<file path="config.mk">
export PLATFORM = sky130hd
export DESIGN_NAME = aes_in_packer
export DESIGN_NICKNAME = d
export VERILOG_FILES = /design/src/rtl/aes_in_packer.sv
export SDC_FILE = /design/constraint.sdc
export NUM_CORES = 1
export LEC_CHECK = 0
export CAP_MARGIN = 20
export CORE_UTILIZATION = 46
export DETAILED_ROUTE_END_ITERATION = 10
export GPL_ROUTABILITY_DRIVEN = 1
export PLACE_DENSITY = 0.84
export REMOVE_ABC_BUFFERS = 1
export SYNTH_ARGS = -nofsm -noshare
export SYNTH_HDL_FRONTEND = slang
export SYNTH_SLANG_ARGS = --single-unit
</file>
<file path="constraint.sdc">
create_clock -name clk -period 23 [get_ports clk]
set_clock_uncertainty 0.2 [all_clocks]
set_input_delay 4.6 -clock clk [delete_from_list [all_inputs] [get_ports clk]]
set_output_delay 4.6 -clock clk [all_outputs]
set_load 0.05 [all_outputs]
</file>
<file path="src/rtl/aes_in_packer.sv">
// aes_in_packer: packs a 32-bit word stream into 128-bit blocks for the AES
// encrypt datapath, owns the encryptor key register, and tracks blocks in
// flight so a key change can never land in the middle of an operation.
module aes_in_packer #(
  parameter int LAT     = 3,
  parameter int KEY_LAT = 2
) (
  input  logic         clk,
  input  logic         rst,
  input  logic [127:0] key_in,
  input  logic         key_load,
  output logic         key_ready,
  input  logic [31:0]  s_data,
  input  logic         s_valid,
  output logic         s_ready,
  input  logic         flush,
  output logic [127:0] aes_in,
  output logic [127:0] aes_key,
  output logic         blk_issue,
  output logic         out_valid,
  output logic [1:0]   inflight
);

  localparam int SW = (KEY_LAT < 1) ? 1 : $clog2(KEY_LAT + 1);

  logic [127:0]   shadow;
  logic [1:0]     word_cnt;
  logic [SW-1:0]  settle;
  logic           key_loaded;
  logic [LAT-1:0] vld_sr;
  logic           accept;
  logic           key_accept;

  // Key changes only when nothing is partially packed, pending or in flight.
  assign key_ready  = (word_cnt == 2'd0) && !blk_issue && (inflight == 2'd0) &&
                      (vld_sr == '0);
  assign key_accept = key_load && key_ready;
  assign s_ready    = key_loaded && (settle == '0) && !flush;
  assign accept     = s_valid && s_ready;
  assign out_valid  = vld_sr[LAT-1];

  // Key register and post-load settle timer.
  always_ff @(posedge clk or posedge rst) begin
    if (rst) begin
      aes_key    <= '0;
      key_loaded <= 1'b0;
      settle     <= '0;
    end else if (key_accept) begin
      aes_key    <= key_in;
      key_loaded <= 1'b1;
      settle     <= SW'(KEY_LAT);
    end else if (settle != '0) begin
      settle <= settle - 1'b1;
    end
  end

  // Word packing into the shadow register; aes_in only changes on issue.
  always_ff @(posedge clk or posedge rst) begin
    if (rst) begin
      shadow    <= '0;
      word_cnt  <= 2'd0;
      aes_in    <= '0;
      blk_issue <= 1'b0;
    end else begin
      blk_issue <= 1'b0;
      if (flush) begin
        shadow   <= '0;
        word_cnt <= 2'd0;
      end else if (accept) begin
        case (word_cnt)
          2'd0: shadow[127:96] <= s_data;
          2'd1: shadow[95:64]  <= s_data;
          2'd2: shadow[63:32]  <= s_data;
          default: begin
            // Last word bypasses the shadow so the block issues next cycle.
            aes_in    <= {shadow[127:32], s_data};
            blk_issue <= 1'b1;
            shadow    <= '0;
          end
        endcase
        word_cnt <= word_cnt + 2'd1;
      end
    end
  end

  // Delay line that mirrors the encryptor pipeline latency.
  always_ff @(posedge clk or posedge rst) begin
    if (rst) begin
      vld_sr <= '0;
    end else begin
      vld_sr <= {vld_sr[LAT-2:0], blk_issue};
    end
  end

  // Count of issued blocks whose ciphertext has not yet appeared.
  always_ff @(posedge clk or posedge rst) begin
    if (rst) begin
      inflight <= 2'd0;
    end else begin
      case ({blk_issue, out_valid})
        2'b10:   if (inflight != 2'(LAT)) inflight <= inflight + 2'd1;
        2'b01:   if (inflight != 2'd0)    inflight <= inflight - 2'd1;
        default: inflight <= inflight;
      endcase
    end
  end

endmodule

</file>
# --- After elaboration in Yosys (flattened, before gate mapping) ---
# Cells that the tools add are included.
totals:
  register_bits: 363
  in_bits: 165
  output_inout_bits: 262
  wordCells: 70
classes:
  bitwise_logic: 2
  n_addsub: 4
  mux: 16
  n_reduce_logical: 27
  eq_ne: 10
op_table:
  columns: ["cell", "n"]
  rows:
  - ["128-bit two-way mux", 2]
  - ["32-bit one-hot mux with 2 select lines", 3]
  - ["32-bit two-way mux", 1]
  - ["2-bit two-way mux", 6]
  - ["2-bit nonzero test", 5]
  - ["1-bit logical AND", 7]
  - ["2-bit logical NOT", 3]
  - ["2-bit by 1-bit inequality test with 1-bit output, second input constant", 3]
  - ["2-bit inequality test, second input constant", 3]
  - ["2-bit AND reduction", 3]
  - ["3-bit AND reduction", 2]
  - ["2-bit OR reduction", 3]
  - ["2-bit by 1-bit adder with 2-bit output, second input constant", 2]
  - ["2-bit by 1-bit equality test with 1-bit output, second input constant", 2]
  - ["2-bit equality test, second input constant", 2]
  - ["2-bit one-hot mux with 2 select lines", 1]
  - ["2-bit by 1-bit subtractor with 2-bit output, second input constant", 2]
  - ["3-bit logical NOT", 1]
  - ["1-bit two-way mux", 3]
  - ["3-bit OR reduction", 1]
  - ["1-bit logical NOT", 2]
  - ["1-bit NOT", 2]

# --- Longest topological paths before layout ---
depth:
  depth_word: 6
  depth_mapped: 10
  depth_no_buf: 6

# --- Least setup slack after synthesis ---
# Ideal clock, no wire load.
synth_timing:
  kind: "input port to output port"
  from: "input port flush"
  to: "output port s_ready"
  n_path_buf: 2
  arrival_time_ps: 5653
  slack_ps: 12547
  path_stages: 3
  required_ps: 18200
  path_cell_list: "clkbuf_1 -> buf_1 -> nor2_1"
synth_via:
  elab_chain_cells: 2
synth_lines:
  columns: ["item", "line", "source"]
  rows:
  - ["start, declared", "16", "input logic flush,"]
  - ["1-bit logical NOT", "38", "assign s_ready = key_loaded && (settle == '0) && !flush;"]
  - ["1-bit logical AND", "38", null]
  - ["end, declared", "15", "output logic s_ready,"]
# No other way between the ends.

# --- Final worst setup path ---
# Ends and elaborated chain as after synthesis.

==> results.ini <==
[outcome]
status = finished clean

[power]
p_int_mw = 1.25
ir_drop_mv = 0.0728
switchingPower_mw = 0.630
swShare = 0.335
seqPwrFrac = 0.396
clock_power_share = 0.318
leakagePower_nw = 8.93
total_power_mw = 1.88
power_frac_comb = 0.286
p_per_area_nw_per_um2 = 95.1

[timing]
worstMarginPinSlew_ns = 1.11
rsz0062_at_grt = no
tns_ns = 0
maxSlewViolCount = 0
slew_headroom = 0.260
finalSetupViolCount = 0
hold_ws_ns = 0.200
hold_viol = 0
finalCritPeriodShare = 0.470
fin_crit_ns = 10.81
fmax_mhz = 92.5

[final_layout]
fill_cells = 2081
area_growth_pct = 40.6
regArea_um2 = 9080
final_nets = 1474
multi_input_area_um2 = 4610
drive_above_1_share = 0.227
final-instance-count-excl-fill = 1721

[yosys]
synth_edf_count = 0
synthAdderAreaFrac = 0.00444
synthMuxAreaShare = 0.228
synth_compound_area_frac = 0.0659
yosysMostFrequentCell = dfrtp_1
syn-cell-area_um2 = 14100
ys.flop_type = dfrtp_1
synth_top_family_by_area = multiplexers
synth_common_cells = 363 x dfrtp_1, 138 x mux2_2, 83 x mux2_4
yosys.area_share.xor_xnor = 0.00124
yosysSeqAreaShare = 0.645
yosys-top-cells-area = dfrtp_1 65%, mux2_2 11%, mux2_4 8.9%
yosysTopAreaCell = dfrtp_1
synthCells = 886
syn_area_per_cell_um2 = 15.9
synthArstFlopShare = 1.00
ys_seq_elements = 363
synthSimpleGateAreaFrac = 0.0260
yosysWarnings = 0
synth_cell_types = 34
synth_top_area_share = 0.645

[cts]
clkTransAtPathRegs_ns = 0.06
clk_latency_ns = 0.53
h-tree-depth = 2
ctsResizeCount = 0
clk_path_buf_depth = 3
postCtsHoldBufs = 0
postCtsSetupRepairBufs = 0
cts_tree = yes
cts_made_buffers = 39
clock_sinks = 363
root_buffer = clkbuf_16

[die]
placement_rows = 63
core-area_um2 = 29900
die_x_um = 177
dieArea_um2 = 31300
die_h_um = 177
io-pin-count = 427
initial_core_util = 0.471

[critical_path]
r2r-end = aes_in[108]
r2r-start = settle[0]
start_kind = primary input
critical_path_class = in -> out
endpoint_kind = primary output
arrival_ns = 6.01
cp-startpoint = flush
crit_required_ns = 18.20
crit_path_end = s_ready
rr_worst_depth = 7
critPathMaxFanout = 39
reg2reg_slack_ns = 18.94

[place]
dp_cells = 1653
io_buffers = 426
routabilityCongestion = 0.841
hpwl_um = 24700

[hold_path]
hold_path.class = reg -> reg

[job]
max_cap_violations = 0

[global_route]
grt_pass1_wl_um = 57200
track_usage = 0.238
grt.overflow.total = 0
grt_start_max_net_pins = 180
grt_pass1_vias = 9892
grt_antenna_before_repair = 3

[route]
routedWlPerCell_um = 21.7
drc_errors = 0
vias = 9228
final_antenna_net_count = 0
dr.first_iter.drc_count = 505
routed_wl_um = 37300
detail_route.vias_per_cell = 5.36
drt_pass1_iterations = 4

[cell type report]
class                   count  area share
flip-flops and latches    363       0.459
multi-input cells         456       0.233
repair buffers            438       0.220
clock buffers              57      0.0573
well taps                 390      0.0246
clock inverters             9     0.00436
inverters                   6     0.00164
diodes                      2    0.000253
[sequential cells by signal, summed over array words and instances, names as in the netlist]
name and flops:
shadow 96, aes_key 128, word_cnt 2, blk_issue 1
aes_in 128, inflight 2, settle 2, key_loaded 1
vld_sr 3
[metrics by stage]
stage / area [um^2] / setup slack (ns) / util
finish: 19800 / 12.19 / 0.663
detailed placement: 18600 / 12.21 / 0.622
global route: 19800 / 12.14 / 0.663
floorplan: 13700 / 8.12 / -
CTS: 19800 / 12.19 / 0.663
global placement: 18600 / 12.21 / 0.622
[worst min-delay path by stage]
stage,slack (ns),cells past startpoint,start,endpoint
after floorplan,0.17,0,vld_sr[1],vld_sr[2]
final,0.20,0,vld_sr[0],vld_sr[1]
after CTS,0.20,0,vld_sr[0],vld_sr[1]
after detailed placement,0.18,0,vld_sr[0],vld_sr[1]
after global placement,0.18,0,vld_sr[0],vld_sr[1]
after global routing,0.23,0,vld_sr[0],vld_sr[1]
[per-layer routing]
metal,part of all wire,global-route usage,vias up
li1,-,-,4055
met4,0.044,0.106,2
met2,0.50,0.400,314
met3,0.058,0.0505,91
met1,0.40,0.295,4766
met5,0.00024,0,-
[cell usage in the layout (no fill, tap or decap), drive strengths merged]
cell / instances
and4b: 1
clkbuf: 57
mux2: 256
nand4: 33
nand4b: 1
o211ai: 1
or2: 1
dfrtp: 363
nand2: 3
nor3b: 1
xnor2: 1
ha: 5
a41oi: 1
nor2: 7
a21oi: 35
xor2: 1
o21ai: 33
nand2b: 2
clkinv: 5
mux2i: 1
diode: 2
and3: 2
nor2b: 2
nor4: 1
buf: 13
inv: 10
clkdlybuf4s50: 425
or3b: 1
nand3: 2
a22o: 64
o21ba: 1
[cells by family (layout without fill, tap and decap cells)]
| family | count (synthesis) | in the layout |
|---|---|---|
| buffers and inverters | 67 | 510 |
| AO/OA/AOI/OAI | 135 | 135 |
| multiplexers | 257 | 257 |
| adder cells (fa/ha/maj) | 5 | 5 |
| XOR/XNOR | 2 | 2 |
| flip-flops | 363 | 363 |
| AND/OR/NAND/NOR | 57 | 57 |
| other | 0 | 2 |
[power by group through the flow]
stage / clock network (mW) / logic [mW] / registers, mW
after floorplan: 0 / 0.164 / 0.953
after global placement: 0 / 0.536 / 0.750
after detailed placement: 0 / 0.541 / 0.755
after CTS: 0.611 / 0.544 / 0.745
after global routing: 0.637 / 0.559 / 0.752
final: 0.598 / 0.539 / 0.746
[worst max-delay path: stages]
cell	delay, ns
buf_2	0.10
buf_4	0.26
nor2_1	0.18
clkdlybuf4s50_1	0.84
No activity file was read; power rests on OpenSTA's default activity.
